<file path="src/rtl/pslip_pkg.sv">
// Shared types and helpers for the PSLIP iteration controller.
package pslip_pkg;

  localparam int unsigned ITER_DFLT = 3;

  typedef enum logic [2:0] {
    StIdle,
    StGrant,
    StAccept,
    StCheck,
    StDone
  } state_e;

  // Index of the lowest set bit; 0 when the vector is empty.
  function automatic int unsigned lsb_index(input logic [31:0] vec);
    int unsigned idx;
    idx = 0;
    for (int i = 31; i >= 0; i--) begin
      if (vec[i]) idx = i;
    end
    return idx;
  endfunction

endpackage

</file>
<file path="src/rtl/pslip_lsb_enc.sv">
// Converts one accept row into a (valid, lowest-set-bit index) pair.
module pslip_lsb_enc
  import pslip_pkg::*;
#(
  parameter int unsigned N  = 4,
  parameter int unsigned IW = 2
) (
  input  logic [N-1:0]  i_row,
  output logic          o_vld,
  output logic [IW-1:0] o_idx
);

  logic [31:0] w_vec;

  always_comb begin
    w_vec        = '0;
    w_vec[N-1:0] = i_row;
  end

  assign o_vld = |i_row;
  assign o_idx = IW'(lsb_index(w_vec));

endmodule

</file>
<file path="src/rtl/pslip_iter_ctrl.sv">
// Iteration controller for an iSLIP-style scheduler: sequences grant/accept phases and
// records matches. Optional statistics enabled by defining PSLIP_ITER_STATS_EN.
module pslip_iter_ctrl
  import pslip_pkg::*;
#(
  parameter int unsigned N    = 4,
  parameter int unsigned ITER = ITER_DFLT,
  localparam int unsigned IW  = (N > 1) ? $clog2(N) : 1,
  localparam int unsigned CW  = $clog2(ITER + 1)
) (
  input  logic                   i_clk,
  input  logic                   i_rst_n,
  input  logic                   i_start,
  input  logic [N-1:0][N-1:0]    i_acc_vec,
  output logic                   o_grant_en,
  output logic                   o_accept_en,
  output logic                   o_update_en,
  output logic [N-1:0]           o_in_mask,
  output logic [N-1:0]           o_out_mask,
  output logic [N-1:0]           o_match_vld,
  output logic [N-1:0][IW-1:0]   o_match_port,
  output logic                   o_busy,
  output logic                   o_done,
  output logic [CW-1:0]          o_iter_used,
  output logic [15:0]            o_round_cnt
);

  state_e                r_state;
  logic                  r_grant_en;
  logic                  r_accept_en;
  logic                  r_update_en;
  logic                  r_busy;
  logic                  r_done;
  logic                  r_new_match;
  logic [CW-1:0]         r_iter;
  logic [N-1:0]          r_in_mask;
  logic [N-1:0]          r_out_mask;
  logic [N-1:0][IW-1:0]  r_match_port;

  logic [N-1:0]          w_vld;
  logic [N-1:0][IW-1:0]  w_idx;
  logic [N-1:0]          w_in_new;
  logic [N-1:0]          w_out_new;
  logic [CW-1:0]         w_iter_inc;
  logic                  w_fin;

  for (genvar g = 0; g < N; g++) begin : g_enc
    pslip_lsb_enc #(
      .N  (N),
      .IW (IW)
    ) u_enc (
      .i_row (i_acc_vec[g]),
      .o_vld (w_vld[g]),
      .o_idx (w_idx[g])
    );
  end

  // Scanning inputs in ascending order lets the lowest index win a contested output.
  always_comb begin
    w_in_new  = '0;
    w_out_new = '0;
    for (int i = 0; i < N; i++) begin
      if (!r_in_mask[i] && w_vld[i] && !r_out_mask[w_idx[i]] && !w_out_new[w_idx[i]]) begin
        w_in_new[i]         = 1'b1;
        w_out_new[w_idx[i]] = 1'b1;
      end
    end
  end

  assign w_iter_inc = r_iter + CW'(1);
  assign w_fin      = !r_new_match || (w_iter_inc == CW'(ITER)) || (&r_in_mask);

  always_ff @(posedge i_clk or negedge i_rst_n) begin
    if (!i_rst_n) begin
      r_state      <= StIdle;
      r_grant_en   <= 1'b0;
      r_accept_en  <= 1'b0;
      r_update_en  <= 1'b0;
      r_busy       <= 1'b0;
      r_done       <= 1'b0;
      r_new_match  <= 1'b0;
      r_iter       <= '0;
      r_in_mask    <= '0;
      r_out_mask   <= '0;
      r_match_port <= '0;
    end else begin
      unique case (r_state)
        StIdle: begin
          if (i_start) begin
            r_in_mask    <= '0;
            r_out_mask   <= '0;
            r_match_port <= '0;
            r_iter       <= '0;
            r_busy       <= 1'b1;
            r_grant_en   <= 1'b1;
            r_state      <= StGrant;
          end
        end
        StGrant: begin
          r_grant_en  <= 1'b0;
          r_accept_en <= 1'b1;
          // Arbiter pointers only move on the first iteration.
          r_update_en <= (r_iter == '0);
          r_state     <= StAccept;
        end
        StAccept: begin
          r_accept_en <= 1'b0;
          r_update_en <= 1'b0;
          r_in_mask   <= r_in_mask | w_in_new;
          r_out_mask  <= r_out_mask | w_out_new;
          r_new_match <= |w_in_new;
          for (int i = 0; i < N; i++) begin
            if (w_in_new[i]) r_match_port[i] <= w_idx[i];
          end
          r_state <= StCheck;
        end
        StCheck: begin
          r_iter <= w_iter_inc;
          if (w_fin) begin
            r_done  <= 1'b1;
            r_state <= StDone;
          end else begin
            r_grant_en <= 1'b1;
            r_state    <= StGrant;
          end
        end
        StDone: begin
          r_done  <= 1'b0;
          r_busy  <= 1'b0;
          r_state <= StIdle;
        end
        default: r_state <= StIdle;
      endcase
    end
  end

  assign o_grant_en   = r_grant_en;
  assign o_accept_en  = r_accept_en;
  assign o_update_en  = r_update_en;
  assign o_in_mask    = r_in_mask;
  assign o_out_mask   = r_out_mask;
  assign o_match_vld  = r_in_mask;
  assign o_match_port = r_match_port;
  assign o_busy       = r_busy;
  assign o_done       = r_done;

`ifdef PSLIP_ITER_STATS_EN
  logic [CW-1:0] r_iter_used;
  logic [15:0]   r_round_cnt;

  always_ff @(posedge i_clk or negedge i_rst_n) begin
    if (!i_rst_n) begin
      r_iter_used <= '0;
      r_round_cnt <= '0;
    end else if ((r_state == StCheck) && w_fin) begin
      r_iter_used <= w_iter_inc;
      if (r_round_cnt != 16'hFFFF) r_round_cnt <= r_round_cnt + 16'd1;
    end
  end

  assign o_iter_used = r_iter_used;
  assign o_round_cnt = r_round_cnt;
`else
  assign o_iter_used = '0;
  assign o_round_cnt = '0;
`endif

endmodule

</file>
<file path="config.mk">
export PLATFORM = sky130hd
export DESIGN_NAME = pslip_iter_ctrl
export DESIGN_NICKNAME = d
export VERILOG_FILES = /design/src/rtl/pslip_pkg.sv /design/src/rtl/pslip_lsb_enc.sv /design/src/rtl/pslip_iter_ctrl.sv
export SDC_FILE = /design/constraint.sdc
export NUM_CORES = 1
export LEC_CHECK = 0
export CORE_ASPECT_RATIO = 1.1
export CORE_UTILIZATION = 35
export DETAILED_ROUTE_END_ITERATION = 12
export PLACE_DENSITY = 0.72
export REMOVE_ABC_BUFFERS = 1
export SLEW_MARGIN = 10
export SYNTH_ARGS = -nofsm -noshare
export SYNTH_HDL_FRONTEND = slang
export SYNTH_SLANG_ARGS = --single-unit
</file>
<file path="constraint.sdc">
create_clock -name i_clk -period 3.2 [get_ports i_clk]
set_input_delay 0.32 -clock i_clk [delete_from_list [all_inputs] [get_ports i_clk]]
set_output_delay 0.32 -clock i_clk [all_outputs]
set_load 0.01 [all_outputs]
</file>
==> results.py, run 1 <==
metrics = {
    "status": {
        "run_status": "finished clean",
    },
    "job": {
        "timing.max_cap.violations": 0,
    },
    "synth": {
        "synthArstFlopShare_pct": 100,
        "synth_seq_area_share_pct": 31.0,
        "yosys.area.top_type": "sky130_fd_sc_hd__dfrtp_1",
        "number_of_synthesized_flops_with_an_enable_pin": 0,
        "cell_count_after_synthesis": 253,
        "synth.area.top_cells": "sky130_fd_sc_hd__dfrtp_1 (31%), sky130_fd_sc_hd__buf_4 (7.9%), sky130_fd_sc_hd__nand2_1 (4.1%)",
        "yosysWarningCount": 0,
        "synthDominantCellAreaShare_pct": 31.0,
        "synth_area_mm2": 0.00218,
        "avgSynthCellArea_um2": 8.61,
        "unique_masters_post_synth": 70,
        "synth.ff_latch_count": 27,
        "synthFlopType": "sky130_fd_sc_hd__dfrtp_1",
    },
    "sta": {
        "hold_violations_final": 0,
        "clock.fmax_mhz": 367,
        "fin_worst_hold_slack_ns": 0.423,
        "worst-slew-pin-transition_ns": 0.657,
        "setup_total_negative_slack_ns": 0,
        "timing.slew.headroom_pct": 56.1,
        "setup_viol": 0,
        "post-route-min-period_ns": 2.73,
        "skew_ns": 0.00150,
        "grt_setup_unrepaired": "no",
        "post_route_clock_period_utilization_pct": 85.2,
        "timing_max_transition_violations_final": 0,
    },
    "clock_network": {
        "cts_tree": "built",
        "clock_sink_count": 27,
        "clock_latency_ns": 0.28,
        "cts_made_buffers": 3,
        "htree_num_levels": 1,
        "post-cts-setup-buffers": 0,
        "root_buffer": "sky130_fd_sc_hd__clkbuf_8",
        "clockBufferDepth": 2,
        "worst_setup_hold_path_clk_slew_ns": 0.10,
        "cts_repair_resize_count": 0,
        "hold_bufs_inserted_after_cts": 0,
    },
    "placed_design": {
        "buffer_ports.inserted": 43,
        "finalWeightedCongestion": 0.922,
        "detailedPlacementHpwl_mm": 4.40,
    },
    "power_and_ir_drop": {
        "totalPowerFinal_w": 0.00198,
        "worst_ir_drop_vdd_v": 0.000345,
        "power_density_mw_per_mm2": 758,
        "p_leak_nw": 1.05,
    },
    "setup_path": {
        "crit_path_end_kind": "flop",
        "startpoint_type_of_the_worst_setup_path": "primary input",
        "worstReg2RegStart": "o_out_mask[2]$_DFFE_PN0P_",
        "worstSetupStartpoint": "i_acc_vec[5]",
        "worstReg2RegEnd": "o_out_mask[2]$_DFFE_PN0P_",
        "critical_path_class": "primary input to flop",
        "worst-endpoint-required_ns": 3.38,
        "arrival_ns": 2.91,
        "setup.worst_path.end": "o_out_mask[1]$_DFFE_PN0P_",
        "flop2flop_setup_slack_ns": 0.65,
        "timing.critical_path.fanout_max": 10,
        "reg2reg_depth": 7,
    },
    "layout": {
        "syn2layout_area_growth_pct": 19.9,
        "area_taken_by_flip_flops_and_latches_um2": 676,
        "final_net_count": 313,
        "num_antenna_cells": 0,
        "fillers": 591,
        "layout-drive-gt1-share_pct": 11.7,
        "multi_input_comb_area_mm2": 0.00124,
    },
    "floorplanning": {
        "pin_count": 62,
        "initial_standard_cell_utilization_of_the_core_pct": 37.1,
        "floorplan.core_area_mm2": 0.00588,
        "die_h_um": 84.7,
        "die-area_mm2": 0.00654,
        "rows": 29,
        "die_w_um": 77.2,
    },
    "worst_hold_path": {
        "hold_path_class": "primary input to asynchronous set/reset pin",
    },
    "global_route": {
        "first_global_vias": 1803,
        "grt.overflow.total": 0,
        "gr-usage-all-layers_pct": 18.2,
        "grt_antenna_before_repair": 0,
        "grt_first_pass_wirelength_mm": 9.30,
        "grt_start_max_net_pins": 28,
    },
    "drt": {
        "drt-initial-drc-count": 197,
        "number_of_design_rule_violations_left_after_detail_routing": 0,
        "ant_nets": 0,
        "routed_via_count": 2002,
        "wl_per_cell_um": 15.9,
        "firstDrtPassIters": 4,
        "routed_wl_mm": 5.85,
        "route.detailed.vias_per_inst": 5.44,
    },
}
==> layer usage <==
layer	routed length, um	GRT usage (%)	share of wire, %	vias to the layer above
met5	0	0	0	-
met1	2510	23.8	43	949
met4	150	7.38	2.6	0
li1	-	-	-	956
met2	2880	30.4	49	83
met3	307	2.07	5.3	14
==> logic make-up after synthesis <==
kind of cell             after synthesis  synth area share (%)
flip-flops                            27                  31.0
adder cells (fa/ha/maj)                2                  1.15
multiplexers                           2                 0.919
other                                  1                 0.172
AND/OR/NAND/NOR                       96                  25.6
XOR/XNOR                               1                 0.402
AO/OA/AOI/OAI                         75                  25.7
buffers and inverters                 49                  15.0
==> how the worst min path moves through the flow <==
stage | startpoint | to | slack (ns) | depth (start not counted)
2_1_floorplan | i_rst_n | o_accept_en$_DFFE_PN0P_ | 0.02 | 0
3_3_place_gp | o_grant_en$_DFFE_PN0P_ | o_grant_en$_DFFE_PN0P_ | 0.48 | 1
3_5_place_dp | o_grant_en$_DFFE_PN0P_ | o_grant_en$_DFFE_PN0P_ | 0.48 | 1
4_1_cts | i_rst_n | o_match_port[2]$_DFFE_PN0P_ | 0.43 | 2
5_1_grt | i_rst_n | o_match_port[2]$_DFFE_PN0P_ | 0.45 | 2
6_report | i_rst_n | o_match_port[2]$_DFFE_PN0P_ | 0.42 | 2
==> synthesized netlist by cell type, drive strengths merged (3+ instances only) <==
library cell,count
nor2b,4
clkbuf,7
a211oi,4
nand2,25
a22oi,5
o22ai,5
nor2,23
a21oi,15
o211ai,5
dfrtp,27
nor3b,3
nor3,9
nand4,3
nor4b,3
o21ai,15
inv,13
nand3,11
buf,28
==> cell type report <==
cell class	count	share of cell area [%]
Timing Repair Buffer	53	19.3
Clock buffer	3	1.58
Clock inverter	1	0.192
Inverter	13	1.87
Sequential cell	27	25.9
Multi-Input combinational cell	194	47.5
Tap cell	77	3.69
==> flip-flops by register name, indices dropped and copies added, names as in the netlist <==
register / cells
o_in_mask: 4
o_grant_en: 1
o_update_en: 1
o_accept_en: 1
o_match_port: 8
r_new_match: 1
o_out_mask: 4
r_iter: 2
o_done: 1
r_state: 3
o_busy: 1
==> power by group <==
group / internal (W) / total [W] / switching (W)
clock: 0.0000875 / 0.000202 / 0.000115
sequential: 0.000489 / 0.000692 / 0.000204
combinational: 0.000537 / 0.00109 / 0.000549
==> per-stage QoR <==
stage                     utilization [%]  instance area, um2  instances  setup slack, ns
after floorplan                         -                1960        234            0.956
final                                44.4                2610        368            0.473
after CTS                            44.4                2610        368            0.473
after global placement               43.7                2570        364            0.230
after detailed placement             43.7                2570        364            0.189
after global routing                 44.4                2610        368            0.329
==> worst max-delay path: stages <==
cell and delay [ns]:
sky130_fd_sc_hd__clkdlybuf4s50_1 0.63, sky130_fd_sc_hd__nor4b_4 0.43, sky130_fd_sc_hd__a221oi_1 0.17, sky130_fd_sc_hd__and4_1 0.25, sky130_fd_sc_hd__o41a_1 0.41, sky130_fd_sc_hd__a211oi_2 0.26, sky130_fd_sc_hd__nand2_2 0.17, sky130_fd_sc_hd__o311ai_1 0.26
==> layout by cell type (no fill, tap or decap), types with 2 or more instances in the layout <==
| cell type | netlist | final |
|---|---|---|
| sky130_fd_sc_hd__conb_1 | 1 | 18 |
| sky130_fd_sc_hd__o22ai_1 | 5 | 5 |
| sky130_fd_sc_hd__nand2_1 | 24 | 24 |
| sky130_fd_sc_hd__o21ai_0 | 14 | 14 |
| sky130_fd_sc_hd__mux2i_1 | 2 | 2 |
| sky130_fd_sc_hd__ha_1 | 2 | 2 |
| sky130_fd_sc_hd__o32ai_1 | 2 | 2 |
| sky130_fd_sc_hd__nor2b_1 | 4 | 4 |
| sky130_fd_sc_hd__inv_1 | 13 | 13 |
| sky130_fd_sc_hd__a22oi_1 | 5 | 5 |
| sky130_fd_sc_hd__a311oi_1 | 2 | 2 |
| sky130_fd_sc_hd__a21o_1 | 2 | 2 |
| sky130_fd_sc_hd__buf_4 | 23 | 10 |
| sky130_fd_sc_hd__nand4_1 | 3 | 3 |
| sky130_fd_sc_hd__clkdlybuf4s50_1 | 0 | 43 |
| sky130_fd_sc_hd__o41ai_1 | 2 | 2 |
| sky130_fd_sc_hd__nand3_1 | 11 | 11 |
| sky130_fd_sc_hd__nor3_1 | 9 | 9 |
| sky130_fd_sc_hd__a211oi_1 | 3 | 3 |
| sky130_fd_sc_hd__clkbuf_8 | 3 | 3 |
| sky130_fd_sc_hd__and2b_2 | 2 | 2 |
| sky130_fd_sc_hd__dfrtp_1 | 27 | 27 |
| sky130_fd_sc_hd__a21oi_1 | 14 | 14 |
| sky130_fd_sc_hd__nor2_1 | 23 | 23 |
| sky130_fd_sc_hd__a31oi_1 | 2 | 2 |
| sky130_fd_sc_hd__o211ai_1 | 3 | 3 |
| sky130_fd_sc_hd__a32oi_1 | 2 | 2 |
Note: power is estimated with default switching activity, not from simulation.
==> run 2: changes to the inputs <==
--- a/config.mk
+++ b/config.mk
@@ -10,6 +10,7 @@
 export DETAILED_ROUTE_END_ITERATION = 12
 export PLACE_DENSITY = 0.72
 export REMOVE_ABC_BUFFERS = 1
+export SKIP_CTS_REPAIR_TIMING = 1
 export SLEW_MARGIN = 10
 export SYNTH_ARGS = -nofsm -noshare
 export SYNTH_HDL_FRONTEND = slang
==> results of run 2 <==
Same layout as run 1: the final DEF is identical, and so are final timing and power.
==> run 3: changes to the inputs <==
--- a/config.mk
+++ b/config.mk
@@ -8,9 +8,8 @@
 export CORE_ASPECT_RATIO = 1.1
 export CORE_UTILIZATION = 35
 export DETAILED_ROUTE_END_ITERATION = 12
-export PLACE_DENSITY = 0.72
+export PLACE_DENSITY = 0.58
 export REMOVE_ABC_BUFFERS = 1
-export SKIP_CTS_REPAIR_TIMING = 1
 export SLEW_MARGIN = 10
 export SYNTH_ARGS = -nofsm -noshare
 export SYNTH_HDL_FRONTEND = slang
==> run 3 against run 2 <==
Against the previous run: non-clock buffer count shrank 3; count of clock-buffer cells in the layout grew 1; design area shrank 0.91%; largest power group unchanged; worst hold slack lost 0.0042 ns; critical path depth is the same; largest cell class unchanged; utilization shrank 0.40 points; routed wire length grew 2.3%.
==> results.py, run 3 (same netlist as run 1, synthesis figures left out) <==
metrics = {
    "status": {
        "run_status": "finished clean",
    },
    "placed_design": {
        "place.detailed.instances": 361,
        "pre_cts_slack_ns": 0.217,
        "buffer_ports.inserted": 43,
        "detailedPlacementHpwl_mm": 4.44,
        "finalWeightedCongestion": 0.917,
    },
    "setup_path": {
        "arrival_ns": 2.95,
        "reg2reg_depth": 7,
        "crit_path_end_kind": "flop",
        "critical_path_class": "primary input to flop",
        "crit_slowest_cell": "sky130_fd_sc_hd__clkdlybuf4s50_1",
        "worst-endpoint-required_ns": 3.43,
        "slowest_delay_ns": 0.69,
        "startpoint_type_of_the_worst_setup_path": "primary input",
        "path_cells": "clkdlybuf4s50_1 > nor3b_2 > o311ai_4 > a21oi_2 > nor3_1 > nand2_1 > o221ai_2 > a41o_1",
        "timing.critical_path.fanout_max": 9,
    },
    "floorplanning": {
        "pin_count": 62,
        "die_w_um": 77.2,
        "rows": 29,
        "die-area_mm2": 0.00654,
        "floorplan.core_area_mm2": 0.00588,
        "die_h_um": 84.7,
        "initial_standard_cell_utilization_of_the_core_pct": 37.1,
    },
    "drt": {
        "routed_wl_mm": 5.98,
        "number_of_design_rule_violations_left_after_detail_routing": 0,
        "route.detailed.vias_per_inst": 5.50,
        "firstDrtPassIters": 4,
        "wl_per_cell_um": 16.4,
        "drt-initial-drc-count": 197,
        "ant_nets": 0,
        "routed_via_count": 2009,
    },
    "layout": {
        "most_common_cell_after_layout_fill_and_taps_aside": "sky130_fd_sc_hd__clkdlybuf4s50_1",
        "syn2layout_area_growth_pct": 18.8,
        "max_ffs_per_register": 8,
        "final-instance-count-excl-fill": 365,
        "final_net_count": 310,
        "num_antenna_cells": 0,
        "layout-drive-gt1-share_pct": 10.4,
        "most-common-layout-cells": "sky130_fd_sc_hd__clkdlybuf4s50_1 (43), sky130_fd_sc_hd__dfrtp_1 (27), sky130_fd_sc_hd__nand2_1 (24)",
        "post-route-util_pct": 44.0,
    },
    "global_route": {
        "grt_start_max_net_pins": 28,
        "first_global_vias": 1896,
        "gr-usage-all-layers_pct": 19.1,
        "grt_antenna_before_repair": 0,
        "grt.overflow.total": 0,
        "grt_first_pass_wirelength_mm": 9.83,
    },
    "clock_network": {
        "clockBufferDepth": 2,
        "post-cts-setup-buffers": 0,
        "cts_repair_resize_count": 0,
        "cts_tree": "built",
        "worst_setup_hold_path_clk_slew_ns": 0.10,
        "clock_sink_count": 27,
        "hold_bufs_inserted_after_cts": 0,
        "htree_num_levels": 1,
        "cts_made_buffers": 3,
        "root_buffer": "sky130_fd_sc_hd__clkbuf_8",
        "clock_latency_ns": 0.28,
    },
    "job": {
        "timing.max_cap.violations": 0,
    },
    "sta": {
        "timing_max_transition_violations_final": 0,
        "setup_slack_ns": 0.475,
        "clock.fmax_mhz": 367,
        "setup_total_negative_slack_ns": 0,
        "worst-slew-pin-transition_ns": 0.617,
        "skew_ns": 0.00374,
        "timing.slew.headroom_pct": 58.8,
        "post-route-min-period_ns": 2.72,
        "grt_setup_unrepaired": "no",
        "post_route_clock_period_utilization_pct": 85.1,
        "hold_violations_final": 0,
        "setup_viol": 0,
    },
    "worst_hold_path": {
        "hold_path_class": "primary input to asynchronous set/reset pin",
    },
    "power_and_ir_drop": {
        "worst_ir_drop_vdd_v": 0.000392,
        "power_density_mw_per_mm2": 770,
        "power.switching_fraction_pct": 44.2,
        "p_switching_w": 0.000882,
        "p_seq_share_pct": 35.1,
        "comb_power_share_pct": 54.6,
        "power.share.clock_pct": 10.3,
        "intPower_w": 0.00111,
        "p_leak_nw": 1.03,
    },
}
[run 3: cell count changes in the layout (fill, tap and decap cells not counted), sizes merged]
cell	delta
clkbuf	+1
clkinv	-1
buf	-3
[run 3: worst paths after layout]
path	to	start	slack [ns]
setup / recovery	o_out_mask[2]$_DFFE_PN0P_	i_acc_vec[2]	0.48
hold / removal	o_match_port[2]$_DFFE_PN0P_	i_rst_n	0.42
setup reg to reg	o_out_mask[2]$_DFFE_PN0P_	o_out_mask[2]$_DFFE_PN0P_	0.64
hold reg to reg	o_grant_en$_DFFE_PN0P_	o_grant_en$_DFFE_PN0P_	0.51
max in group asynchronous	o_grant_en$_DFFE_PN0P_	i_rst_n	2.51
min in group i_clk	o_grant_en$_DFFE_PN0P_	o_grant_en$_DFFE_PN0P_	0.51
[run 3: per-layer routing]
layer  vias to the layer above  global-route usage (%)  routed length [um]
met3                        12                    2.93                 332
met5                         -                       0                   0
li1                        955                       -                   -
met1                       971                    25.6                2620
met4                         0                    7.89                 137
met2                        71                    30.6                2890
[run 3: worst max-delay path, delay by kind of cell]
family	cells	cell delay (ns)
buf+inv	1	0.69
compound gates	4	0.94
simple gates	3	1.02
[run 3: layout make-up]
class,instances,area (um2)
repair buffers,50,483
fillers,625,3290
flip-flops and latches,27,676
well taps,77,96.3
multi-input cells,194,1240
inverters,13,48.8
clock buffers,4,45.0
[run 3: power by group through the flow]
stage	combinational (W)	sequential, W	clock, W
CTS	0.00109	0.000700	0.000209
floorplan	0.000564	0.000709	0
detailed placement	0.00109	0.000706	0
finish	0.00109	0.000700	0.000206
global route	0.00120	0.000727	0.000220
global placement	0.00108	0.000708	0
[run 3: metrics by stage]
stage | area [um2] | power [W] | hold WS [ns]
after floorplan | 1960 | 0.00127 | 0.0244
after global placement | 2540 | 0.00179 | 0.483
after CTS | 2590 | 0.00200 | 0.437
after detailed placement | 2540 | 0.00179 | 0.489
final | 2590 | 0.00199 | 0.419
after global routing | 2590 | 0.00215 | 0.464
==> RTL edit 1: new RTL, config.mk and constraints of run 3 <==
`N` is set to 4 in 2 places; all go to 8.
--- a/src/rtl/pslip_lsb_enc.sv
+++ b/src/rtl/pslip_lsb_enc.sv
@@ -3,5 +3,5 @@
   import pslip_pkg::*;
 #(
-  parameter int unsigned N  = 4,
+  parameter int unsigned N  = 8,
   parameter int unsigned IW = 2
 ) (
--- a/src/rtl/pslip_iter_ctrl.sv
+++ b/src/rtl/pslip_iter_ctrl.sv
@@ -4,5 +4,5 @@
   import pslip_pkg::*;
 #(
-  parameter int unsigned N    = 4,
+  parameter int unsigned N    = 8,
   parameter int unsigned ITER = ITER_DFLT,
   localparam int unsigned IW  = (N > 1) ? $clog2(N) : 1,
Ports: changed (5 resized); port bits go from 62 to 138. The function was not compared with the original's and may differ.
==> RTL edit 1 against run 3 <==
The flow now finishes with violations (setup timing). Worst setup slack got worse by 1.4 ns. Synthesized area grew to 2.9 times the old value. First-iteration DRC count rose to 5.6 times the old value. Clock power increased to 2.9 times the old value. Total power grew to 3.4 times the old value. Critical path depth rose by 12. Sequential cell count up 24. Fmax down 34%. Die area rose to 2.9 times the old value. Sequential power increased by 59%. Design area increased to 4.5 times the old value. Routed wire length rose to 6.2 times the old value. Via count increased to 4.8 times the old value. Global-route usage increased by 20 points. Critical path type unchanged. Largest cell class unchanged. Largest power group unchanged. Highest routed layer unchanged.
==> RTL edit 1: results (changes against run 3) <==
- Status: complete, but fails checks
- Failing checks: setup timing
- Root Buffer Master: clkbuf_16
- Placed insts: 1579 (+340%)
- Largest net degree at the start of global routing: 36 (+29%)
- VDD IR max: 0.548 mV (+40%)
- WL final: 36900 µm (+520%)
- Top delay family on crit path: simple AND/OR/NAND/NOR gates
- TritonCTS Buffers: 5 (+2)
- First-pass GRT wire length: 53500 µm (+440%)
- Synth Area in Adders: 0.00390 (-0.00758)
- Via density: 5.98 (+8.7%)
- Post-CTS Resized: 171 (+171)
- Post-synth top cells: nand2_1 (93), nor2_1 (84), o21ai_0 (59)
- Critical path's slowest cell: or4_4
- PortBufs: 119 (+180%)
- Initial antenna violation count: 1 (+1)
- Met1 Track Usage GR: 0.511 (+0.255)
- Register area share after synthesis: 0.199 (-0.111)
- Share of cells above drive strength 1: 0.438 (+0.334)
- Clock power share: 0.088 (-0.015)
- DRT Pass-1 Iters: 7 (+3)
- Nets: 1450 (+370%)
- Netlist cell types: 83 (+19%)
- M1 WL: 15200 µm (+480%)
- Fill cells: 1609 (+160%)
- Met3 Track Usage GR: 0.0652 (+0.0358)
- Dpl hpwl: 29500 µm (+560%)
- Comb pwr: 0.00508 W (+370%)
- Setup TNS: -20.87 ns (-20.87 ns)
- Skew-Pair Late Insertion Delay: 0.31 ns (+0.03 ns)
- Slew @ Worst Pin: 0.941 ns (+0.324 ns)
- Pre-CTS WS: -1.98 ns (-2.20 ns)
- Max FFs per register: 24 (+16)
- Int Pwr: 0.00362 W (+230%)
- Top area cells in the synthesized netlist: dfrtp_1 (20%), nand2_1 (5.4%), nor2_1 (4.9%)
- Compound-cell area share of the yosys netlist: 0.384 (+0.127)
- Mux contribution to synthesized area: 0.0209 (+0.0117)
- Power after layout: 0.00678 W (+240%)
- Setup Buffers After CTS: 18 (+18)
- Setup violators final: 28 (+28)
- Clk slew on worst S/H paths: 0.08 ns (-0.02 ns)
- Met3 wire length: 3400 µm (+920%)
- H-tree depth: 2 (+1)
- XOR/XNOR share of the synthesized area: 0.00683 (+0.00281)
- Max stage delay on crit path: 0.61 ns (-0.08 ns)
- Clk_skew: 0.00908 ns (+0.00534 ns)
- Cells after Synth: 882 (+250%)
- Final setup margin: -0.945 ns (-1.42 ns)
- Placed cell area: 10500 µm² (+310%)
- GRT Overall Usage: 0.388 (+0.197)
- Wire per inst: 22.8 µm (+39%)
- GPL Wtd Cong: 1.03 (+13%)
- GR Util met2: 0.612 (+0.306)
## RTL edit 1: cell types whose count changed after synthesis, sizes merged, moves of 15 or more
cell / change
nor3: +33
and2: +15
clkbuf: +36
a21oi: +25
nor2: +64
o22ai: +22
dfrtp: +24
nand2: +68
o21ai: +51
nor4: +29
## RTL edit 1: worst paths after layout
path | endpoint | cells after the start | from | slack (ns)
setup / recovery | o_out_mask[4] | 20 | i_acc_vec[11] | -0.94
hold / removal | o_match_port[4] | 1 | i_rst_n | 0.15
setup reg to reg | o_out_mask[4] | 15 | o_out_mask[1] | -0.94
hold reg to reg | o_match_port[5] | 2 | o_match_port[5] | 0.48
max in group asynchronous | r_state[1] | 2 | i_rst_n | 2.27
min in group i_clk | o_match_port[5] | 4 | i_acc_vec[11] | 0.46
## RTL edit 1: cell type report
class	count	area, µm²	area share
clock buffer	5	125	0.0106
clock inverter	3	28.8	0.00245
inverter	20	75.1	0.00639
multi-input combinational	752	5460	0.464
sequential	51	1280	0.109
tap	238	298	0.0253
timing repair buffer	551	4490	0.382
==> RTL edit 2: new RTL, settings of run 3 <==
Made on the original files. Encoding of `state_e`: now one-hot (5 bits for 5 states).
--- a/src/rtl/pslip_pkg.sv
+++ b/src/rtl/pslip_pkg.sv
@@ -4,10 +4,10 @@
   localparam int unsigned ITER_DFLT = 3;
 
-  typedef enum logic [2:0] {
-    StIdle,
-    StGrant,
-    StAccept,
-    StCheck,
-    StDone
+  typedef enum logic [4:0] {
+    StIdle   = 5'b00001,
+    StGrant  = 5'b00010,
+    StAccept = 5'b00100,
+    StCheck  = 5'b01000,
+    StDone   = 5'b10000
   } state_e;
 
Formal check against the unedited RTL: same outputs for any inputs over 10 cycles, from zero or initial values and one cycle with i_rst_n low; not proved beyond that.
==> RTL edit 2 against run 3 <==
Design area is 6.5% higher. Total power is 24% lower. Routed wire length is 1.2% lower. Synthesized cell count is 1.2% lower. Largest power group unchanged. Clock power is 47% higher. Global-route usage is 0.061 points higher. Sequential cell count is 2 higher. Synthesized area is 0.34% lower. Worst setup slack worse by 0.17 ns.
==> RTL edit 2: results (changes against run 3) <==
- Status: completed
- Total number of vias: 2027 (+0.90%)
- TritonCTS Buffers: 5 (+2)
- VDD IR max: 0.225 mV (-43%)
- Share of cells above drive strength 1: 0.135 (+0.0307)
- Top delay family on crit path: compound AO/OA/AOI/OAI gates
- Netlist cell types: 60 (-14%)
- Flop pwr share: 0.353 (+0.002)
- Max stage delay on crit path: 0.60 ns (-0.09 ns)
- Wire per inst: 15.5 µm (-5.3%)
- Slew @ Worst Pin: 0.579 ns (-0.0384 ns)
- Cells after Synth: 250 (-1.2%)
- Leakage: 1.11 nW (+7.7%)
- Placed insts: 373 (+3.3%)
- Total sequential power: 0.000532 W (-24%)
- Post-CTS Hold Fix Bufs: 0 (unchanged)
- Max FO, Critical Path: 8 (-1)
- First-pass GRT wire length: 9720 µm (-1.2%)
- Clk_skew: 0.00943 ns (+0.00569 ns)
- Reg-to-reg slack, setup: 0.56 ns (-0.08 ns)
- Int Pwr: 0.000915 W (-18%)
- Fmax: 346 MHz (-5.9%)
- Hold slack: 0.422 ns (+0.00349 ns)
- GRT Overall Usage: 0.192 (+0.000615)
- Nets: 324 (+4.5%)
- Dpl hpwl: 4360 µm (-1.7%)
- Mux contribution to synthesized area: 0.00461 (-0.00458)
- GPL Wtd Cong: 0.895 (-2.5%)
- Vias in the first global route: 1928 (+1.7%)
- Compound-cell area share of the yosys netlist: 0.262 (+0.00435)
- Critical Path Start: i_acc_vec[5]
- Clock power share: 0.201 (+0.098)
- Synth Area in Adders: 0.0115 (+0.0000397)
- Register area share after synthesis: 0.335 (+0.0247)
- Iteration-0 DRC Markers: 149 (-24%)
- Start of the worst register-to-register path: o_in_mask[0]
- CP endpoint: o_match_port[6]
- H-tree depth: 2 (+1)
- Data arrival, critical path: 3.11 ns (+0.16 ns)
- Placed cell area: 2670 µm² (+5.0%)
- Critical path's slowest cell: a2111oi_4
- Via density: 5.32 (-3.3%)
- Post-synth top cells: nand2_1 (32), dfrtp_1 (28), buf_4 (23)
## RTL edit 2: cell count changes after synthesis, sizes merged, moves of 3 or more
cell and change:
nand2 +7, a21oi -6, nand2b +6, nand3 -6, nor2 -6, nand3b +5, a2111oi +4, clkbuf -4
o22ai -4, a22o +3, o211ai -3, or4 +3, or4b +3
## RTL edit 2: area by class of cell
| cell class | instances | area (µm²) |
|---|---|---|
| multi-input combinational | 193 | 1230 |
| clock buffer | 5 | 68.8 |
| sequential | 29 | 727 |
| inverter | 13 | 48.8 |
| clock inverter | 3 | 17.5 |
| timing repair buffer | 61 | 566 |
| tap | 77 | 96.3 |
| fill | 587 | 3120 |
## RTL edit 2: layer usage
metal  vias up  wire (µm)  track usage
met1       952       2730        0.258
met3        16        333       0.0402
met2        74       2720        0.303
met4         0        136       0.0686
li1        985          -            -
met5         -          0            0
